[src/rtl/port_bufid_queue.sv]
// Per-port buffer-ID queue: TS and BE classes, strict-priority head, drop report on full class.
// Latency: accepted entry visible at head (and ack/drop pulse) one cycle after the req rising edge.
// Backpressure: none upstream (every request is acked, overflow drops); downstream pops via i_head_rd.
// Optional statistics (drop count, high-water marks) enabled by defining PORT_BUFID_QUEUE_STAT_EN.
module port_bufid_queue #(
    parameter int         TS_DEPTH    = 16,
    parameter int         BE_DEPTH    = 32,
    parameter logic [2:0] TS_TYPE_MAX = 3'd2
) (
    input  logic                      i_clk,
    input  logic                      i_rst,
    input  logic [8:0]                iv_pkt_bufid,
    input  logic [2:0]                iv_pkt_type,
    input  logic                      i_pkt_bufid_req,
    output logic                      o_pkt_bufid_ack,
    output logic                      o_head_valid,
    output logic [8:0]                ov_head_bufid,
    output logic [2:0]                ov_head_type,
    input  logic                      i_head_rd,
    output logic                      o_drop_pulse,
    output logic [8:0]                ov_drop_bufid,
`ifdef PORT_BUFID_QUEUE_STAT_EN
    input  logic                      i_stat_clr,
    output logic [15:0]               ov_drop_cnt,
    output logic [$clog2(TS_DEPTH):0] ov_ts_hwm,
    output logic [$clog2(BE_DEPTH):0] ov_be_hwm,
`endif
    output logic [$clog2(TS_DEPTH):0] ov_ts_cnt,
    output logic [$clog2(BE_DEPTH):0] ov_be_cnt
);

    localparam int TS_PW = $clog2(TS_DEPTH);
    localparam int BE_PW = $clog2(BE_DEPTH);

    // Each entry is {bufid, pkt_type}
    logic [11:0]      ts_mem_q [TS_DEPTH];
    logic [11:0]      be_mem_q [BE_DEPTH];

    logic [TS_PW-1:0] ts_wr_ptr_q, ts_wr_ptr_d, ts_rd_ptr_q, ts_rd_ptr_d;
    logic [BE_PW-1:0] be_wr_ptr_q, be_wr_ptr_d, be_rd_ptr_q, be_rd_ptr_d;
    logic [TS_PW:0]   ts_cnt_q, ts_cnt_d;
    logic [BE_PW:0]   be_cnt_q, be_cnt_d;

    logic             req_q;
    logic             ack_q;
    logic             drop_q;
    logic [8:0]       drop_bufid_q;

    logic             accept, is_ts;
    logic             ts_full, be_full, ts_ne, be_ne;
    logic             head_vld, pop, ts_pop, be_pop;
    logic             ts_push, be_push, drop;
    logic [11:0]      head_dat;

    // Request edge detect, class decode, full/empty and pop routing
    always_comb begin
        accept   = i_pkt_bufid_req & ~req_q;
        is_ts    = (iv_pkt_type <= TS_TYPE_MAX);
        ts_full  = (ts_cnt_q == (TS_PW+1)'(TS_DEPTH));
        be_full  = (be_cnt_q == (BE_PW+1)'(BE_DEPTH));
        ts_ne    = (ts_cnt_q != '0);
        be_ne    = (be_cnt_q != '0);
        head_vld = ts_ne | be_ne;
        pop      = i_head_rd & head_vld;
        ts_pop   = pop & ts_ne;
        be_pop   = pop & ~ts_ne;
        // Full is judged on the pre-pop count, so a same-cycle pop never makes room
        ts_push  = accept &  is_ts & ~ts_full;
        be_push  = accept & ~is_ts & ~be_full;
        drop     = accept & (is_ts ? ts_full : be_full);
    end

    // Pointer and occupancy next-state for both classes
    always_comb begin
        ts_wr_ptr_d = ts_wr_ptr_q;
        ts_rd_ptr_d = ts_rd_ptr_q;
        ts_cnt_d    = ts_cnt_q;
        be_wr_ptr_d = be_wr_ptr_q;
        be_rd_ptr_d = be_rd_ptr_q;
        be_cnt_d    = be_cnt_q;
        if (ts_push) ts_wr_ptr_d = ts_wr_ptr_q + TS_PW'(1);
        if (ts_pop)  ts_rd_ptr_d = ts_rd_ptr_q + TS_PW'(1);
        if (be_push) be_wr_ptr_d = be_wr_ptr_q + BE_PW'(1);
        if (be_pop)  be_rd_ptr_d = be_rd_ptr_q + BE_PW'(1);
        case ({ts_push, ts_pop})
            2'b10:   ts_cnt_d = ts_cnt_q + (TS_PW+1)'(1);
            2'b01:   ts_cnt_d = ts_cnt_q - (TS_PW+1)'(1);
            default: ts_cnt_d = ts_cnt_q;
        endcase
        case ({be_push, be_pop})
            2'b10:   be_cnt_d = be_cnt_q + (BE_PW+1)'(1);
            2'b01:   be_cnt_d = be_cnt_q - (BE_PW+1)'(1);
            default: be_cnt_d = be_cnt_q;
        endcase
    end

    // Control state registers with synchronous reset; req_q resets high so a held req is not taken
    always_ff @(posedge i_clk) begin
        if (i_rst) begin
            req_q        <= 1'b1;
            ack_q        <= 1'b0;
            drop_q       <= 1'b0;
            drop_bufid_q <= '0;
            ts_wr_ptr_q  <= '0;
            ts_rd_ptr_q  <= '0;
            ts_cnt_q     <= '0;
            be_wr_ptr_q  <= '0;
            be_rd_ptr_q  <= '0;
            be_cnt_q     <= '0;
        end else begin
            req_q        <= i_pkt_bufid_req;
            ack_q        <= accept;
            drop_q       <= drop;
            drop_bufid_q <= drop ? iv_pkt_bufid : 9'd0;
            ts_wr_ptr_q  <= ts_wr_ptr_d;
            ts_rd_ptr_q  <= ts_rd_ptr_d;
            ts_cnt_q     <= ts_cnt_d;
            be_wr_ptr_q  <= be_wr_ptr_d;
            be_rd_ptr_q  <= be_rd_ptr_d;
            be_cnt_q     <= be_cnt_d;
        end
    end

    // Entry storage; contents need no reset since occupancy qualifies every read
    always_ff @(posedge i_clk) begin
        if (!i_rst && ts_push) ts_mem_q[ts_wr_ptr_q] <= {iv_pkt_bufid, iv_pkt_type};
        if (!i_rst && be_push) be_mem_q[be_wr_ptr_q] <= {iv_pkt_bufid, iv_pkt_type};
    end

    // Strict-priority head select; outputs forced to zero when nothing is queued
    always_comb begin
        head_dat = '0;
        if (ts_ne)      head_dat = ts_mem_q[ts_rd_ptr_q];
        else if (be_ne) head_dat = be_mem_q[be_rd_ptr_q];
    end

    assign o_pkt_bufid_ack = ack_q;
    assign o_drop_pulse    = drop_q;
    assign ov_drop_bufid   = drop_bufid_q;
    assign o_head_valid    = head_vld;
    assign ov_head_bufid   = head_dat[11:3];
    assign ov_head_type    = head_dat[2:0];
    assign ov_ts_cnt       = ts_cnt_q;
    assign ov_be_cnt       = be_cnt_q;

`ifdef PORT_BUFID_QUEUE_STAT_EN
    logic [15:0]    drop_cnt_q, drop_cnt_d;
    logic [TS_PW:0] ts_hwm_q, ts_hwm_d;
    logic [BE_PW:0] be_hwm_q, be_hwm_d;

    // Saturating drop counter and high-water marks; a clear overrides same-cycle updates
    always_comb begin
        drop_cnt_d = drop_cnt_q;
        ts_hwm_d   = ts_hwm_q;
        be_hwm_d   = be_hwm_q;
        if (drop && (drop_cnt_q != 16'hFFFF)) drop_cnt_d = drop_cnt_q + 16'd1;
        if (ts_cnt_d > ts_hwm_q)              ts_hwm_d   = ts_cnt_d;
        if (be_cnt_d > be_hwm_q)              be_hwm_d   = be_cnt_d;
        if (i_stat_clr) begin
            drop_cnt_d = '0;
            ts_hwm_d   = '0;
            be_hwm_d   = '0;
        end
    end

    // Statistics registers
    always_ff @(posedge i_clk) begin
        if (i_rst) begin
            drop_cnt_q <= '0;
            ts_hwm_q   <= '0;
            be_hwm_q   <= '0;
        end else begin
            drop_cnt_q <= drop_cnt_d;
            ts_hwm_q   <= ts_hwm_d;
            be_hwm_q   <= be_hwm_d;
        end
    end

    assign ov_drop_cnt = drop_cnt_q;
    assign ov_ts_hwm   = ts_hwm_q;
    assign ov_be_hwm   = be_hwm_q;
`endif

endmodule
[config.mk]
export PLATFORM = sky130hd
export DESIGN_NAME = port_bufid_queue
export DESIGN_NICKNAME = d
export VERILOG_FILES = /design/src/rtl/port_bufid_queue.sv
export SDC_FILE = /design/constraint.sdc
export NUM_CORES = 1
export LEC_CHECK = 0
export BUFFER_PORTS_ARGS = -buffer_cell sky130_fd_sc_hd__buf_2
export CAP_MARGIN = 30
export CORE_UTILIZATION = 30
export CTS_CLUSTER_DIAMETER = 120
export DETAILED_ROUTE_END_ITERATION = 8
export SLEW_MARGIN = 40
export SYNTH_ARGS = -nofsm -noshare
export SYNTH_HDL_FRONTEND = slang
export SYNTH_SLANG_ARGS = --single-unit
[constraint.sdc]
create_clock -name i_clk -period 8 [get_ports i_clk]
set_clock_uncertainty 0.05 [all_clocks]
set_input_delay 0.8 -clock i_clk [delete_from_list [all_inputs] [get_ports i_clk]]
set_output_delay 0.8 -clock i_clk [all_outputs]
set_load 0.005 [all_outputs]
After elaboration in Yosys (flattened, before gate mapping)
Memory sizes are Yosys's and may differ from the RTL's. A register that Yosys moved wholly into a read port is not among the register bits. Cells that the tools add are included.

Logic and storage cells: 64. Register bits: 41. Input bits: 16. Memories kept: 2. Output and inout port bits: 35. RAM bits: 576.

Eq/ne operators: 6. Bitwise logic cells: 16. Magnitude comparators: 1. Muxes and demuxes: 13. Reductions and logical operators: 8. Add/sub/neg operators: 8.

Memories: be_mem_q (words 32, width 12, rd ports 1, clocked after memory_dff 1, write ports 1, line 37) `logic [11:0] be_mem_q [BE_DEPTH];`; ts_mem_q (words 16, width 12, rd ports 1, clocked after memory_dff 1, write ports 1, line 36) `logic [11:0] ts_mem_q [TS_DEPTH];`.

Operator list (count): $mux 12 (2); $add 5x1->5 const B (3); $pmux 6 s2 (1); $mux 5 (2); $pmux 5 s2 (1); $and 1x1->1 (9); $add 4x1->4 const B (2); $mux 4 (2); $add 6x1->6 const B (1); $eq 6x6->1 const B (1); $not 1->1 (6); $reduce_bool 6->1 (1); $sub 6x1->6 const B (1); $eq 5x5->1 const B (1); $mux 1 (5); $reduce_bool 5->1 (1); $sub 5x1->5 const B (1); $eq 2x1->1 const B (2); $eq 2x2->1 const B (2); $reduce_bool 2->1 (2); $le 3x2->1 const B (1); $logic_and 1x1->1 (2); $reduce_or 2->1 (1); $logic_not 1->1 (1); $or 1x1->1 (1).

Logic depth before layout (Yosys ltp)
Depth after elaboration: 7. Gate-level depth with buffers: 14. Depth with buffers taken out: 12.

Least setup slack after synthesis
OpenSTA, ideal clock, no wires.

Path kind: in2reg. Start point: in iv_pkt_type[0]. End point: reg be_cnt_q[4], in the netlist ov_be_cnt[4]. Buffers on the path: 1. Required time: 7.818 ns. Path slack: 4.874 ns. Arrival time: 2.944 ns. Stages on the path: 12. Setup time: 0.132 ns. Cells stage by stage: a21oi_1 > a311oi_2 > inv_2 > ha_1 > clkbuf_1 > xor2_1 > ha_1 > a21oi_1 > o22ai_1 > a222oi_1 > or3_1 > a21oi_1.

Cells in the longest elaborated chain, start to end: 6. Elaborated cells between the ends (all ways): 8. Classes of those cells: order compare: 1; eq/ne: 2; mux: 1; bitwise: 3; reduce/logical: 1.

Ends and longest elaborated chain: from (decl) (line 13) `input logic [2:0] iv_pkt_type,`; $le 3x2->1 * (line 58) `is_ts = (iv_pkt_type <= TS_TYPE_MAX);`; $not 1->1 * (line 69) `be_push = accept & ~is_ts & ~be_full;`; $and 1x1->1 * (2 in a row) (line 69); $eq 2x1->1 or $eq 2x2->1 (tied branches) (line 90) `case ({be_push, be_pop})`; $pmux 6 s2 or $reduce_bool 2->1 (tied branches); to (signal assigned) (line 120) `be_cnt_q <= be_cnt_d;`; to (decl) (line 42) `logic [BE_PW:0] be_cnt_q, be_cnt_d;`.

Mark *: on every way between the ends. The rest lies on a longest branch, timed or not. A chain may end at the register's enable or synchronous reset.

==> reports/metrics.yaml <==
logic_synthesis:
  syn_area_per_cell_um2: 18.78
  syn_nets: 1344
  ys_types: 53
  postSynth.asyncResetShare_pct: 0
  synth_edf_count: 576
  synth_flop_cell: "edfxtp_1"
  yosys_warnings: 0
  synth_cells: 1310
  synth.yosys.seq_area_share_pct: 74.36
  syn_area_um2: 24610
  synth-seq-cells: 626
die:
  io_pins: 51
  start_util_pct: 30.45
  die-area_um2: 83170
  rows: 104
  core_region_area_um2: 80810
  die_h_um: 288.4
  die_w_um: 288.4
clock_network:
  cts_tree: "done"
  ctsHoldBuffers: 0
  cts-root-buf: "clkbuf_16"
  htreeDepth: 3
  clock_path_buffers: 3
  cts_setup_buffers: 0
  numCtsBuffers: 66
  worstSkewPairLatency_ns: 0.58
  clkTransAtPathRegs_ns: 0.06
  clock_sinks: 626
  ctsResizeCount: 0
grt:
  grtUsageTotal_pct: 13.82
  grt_antenna_before_repair: 0
  grt_pass1_wl_mm: 83.67
  grt.overflow.total: 0
  grt_max_degree: 60
  grt_pass1_vias: 12580
pwr:
  powerDensity_nw_per_um2: 280.9
  power_mw: 7.954
  leakage_nw: 8.577
  irDropWorstVdd_mv: 0.1346
sta:
  final.setup.tns_ns: 0
  slew_headroom_pct: 43.89
  rsz0062_at_grt: "no"
  maxSlewViolCount: 0
  tightest_slew_ns: 0.8416
  fin_crit_sh_pct: 55.10
  max_freq_mhz: 226.9
  hold_ws_ns: 0.3856
  hold_viol: 0
  period_needed_ns: 4.408
  setup_viol: 0
layout:
  final_cell_area_um2: 28320
  finalNetCount: 1419
  layout-drive-gt1-share_pct: 25.61
  antennaDiodeCount: 0
  layout_commonest_cell: "edfxtp_1"
  final_cell_mix: "edfxtp_1, mux4_2, mux2i_1, clkbuf_16, nand2_1"
  area.growth.synth_to_final_pct: 15.09
route:
  wl_mm: 57.04
  drc_errors: 4
  wire_per_inst_um: 22.88
  routed-via-count: 12250
  first_pass_iters: 8
  drtIter0Drc: 1287
  ant_nets: 0
  drt-vias-per-instance: 4.915
setup_path:
  reg2reg_depth: 12
  r2r_start: "ov_ts_cnt[0]"
  r2r-end: "ov_be_cnt[4]"
  crit_type: "reg2out"
  arrival_ns: 3.56
  cp_max_fo: 58
  cp.required_ns: 7.15
  cp-start-kind: "register"
  regToRegSetupSlack_ns: 4.03
  endpoint_kind: "primary output"
status:
  status: "finished with violations"
  violations: "DRC"
placed_design:
  post_dp_cell_area_um2: 26160
  gp_congestion: 0.7997
  hpwl_mm: 34.17
  port_buffers: 50
hold_path:
  hold_start: "i_pkt_bufid_req"
  hold_depth: 2
  hp-class: "in2reg"
  hold-path-endpoint: "req_q"
flow_run:
  maxCapViolations: 0
[stage by stage]
step                setup slack (ns)  util, %  std cells
finish                         3.592    35.05       2493
global route                   3.376    35.05       2493
CTS                            3.374    34.95       2491
detailed placement             3.632    32.38       2375
global placement               3.793    32.21       2374
floorplan                      4.874        -       1310
[report_power, final]
| part | total, mW | internal, mW | switching, mW | leakage, nW |
|---|---|---|---|---|
| registers | 3.68 | 3.60 | 0.0870 | 5.58 |
| logic | 1.32 | 0.610 | 0.713 | 1.98 |
| clock network | 2.95 | 1.70 | 1.25 | 1.01 |
| total | 7.95 | 5.91 | 2.05 | 8.58 |
[logic make-up (layout without fill, tap and decap cells)]
kind of cell,Yosys count,count (layout),synth area share (%)
adder cells (fa/ha/maj),18,18,0.9458
multiplexers,218,218,14.63
XOR/XNOR,19,19,0.6763
flip-flops,626,626,74.36
AND/OR/NAND/NOR,223,223,4.327
buffers and inverters,82,205,1.658
AO/OA/AOI/OAI,124,124,3.397
[synth_stat cells (all sizes together), types with 5 or more instances]
master	number	area (µm²)
edfxtp	576	17300
mux4	108	2455
nor2	76	285.3
mux2i	74	740.7
dfxtp	50	1001
nand2	48	180.2
a21oi	43	215.2
mux2	36	405.4
buf	34	227.7
clkbuf	32	120.1
nand3	29	145.1
a22oi	24	180.2
nor2b	18	112.6
ha	17	212.7
inv	16	60.06
o22ai	14	87.58
xor2	14	122.6
a31o	12	105.1
and2	12	76.33
o221ai	12	105.1
nor3	8	40.04
o21ai	8	40.03
nand3b	6	45.04
nand4	6	37.54
or3	6	37.54
nand2b	5	31.28
xnor2	5	43.79
[area by class of cell]
| type | instances | area [µm²] |
|---|---|---|
| Clock buffer | 82 | 1754 |
| Clock inverter | 34 | 322.8 |
| Fill cell | 7442 | 52490 |
| Inverter | 16 | 60.06 |
| Multi-Input combinational cell | 602 | 6073 |
| Sequential cell | 626 | 18310 |
| Tap cell | 1060 | 1326 |
| Timing Repair Buffer | 73 | 471.7 |
[worst max-delay path, stage by stage, from the launching register on]
cell and delay [ns]:
dfxtp_4 0.54, buf_12 0.29, buf_6 0.58, mux4_2 0.59, mux2_2 0.27, nand2_1 0.10
nand3_1 0.09, a31o_1 0.31, buf_2 0.15
[worst max path at each step]
stage                    from          endpoint  slack [ns]  cells after the start
6_report             register  ov_head_bufid[8]        3.59                      8
2_1_floorplan  iv_pkt_type[0]      ov_be_cnt[4]        4.87                     12
5_1_grt              register  ov_head_bufid[3]        3.38                      8
3_3_place_gp   iv_pkt_type[0]   be_mem_q[18][5]        3.79                      7
3_5_place_dp   iv_pkt_type[1]   be_mem_q[15][4]        3.63                      7
4_1_cts              register  ov_head_bufid[3]        3.37                      7
[layer usage]
metal | vias up | wire length, µm | global-route usage (%)
met5 | - | 0 | 0
met4 | 0 | 1445 | 4.206
met3 | 91 | 3116 | 2.725
met2 | 354 | 28760 | 23.46
met1 | 6396 | 23720 | 17.80
li1 | 5412 | - | -
[sequential cells by signal, indices dropped and copies added, names as in the netlist, named ones only]
signal / cells
ov_ts_cnt: 5
be_mem_q: 384
ov_drop_bufid: 9
ts_rd_ptr_q: 4
req_q: 1
ov_be_cnt: 6
o_pkt_bufid_ack: 1
be_wr_ptr_q: 5
o_drop_pulse: 1
ts_wr_ptr_q: 4
be_rd_ptr_q: 5
ts_mem_q: 192
Power figures use the tool's default switching activity.
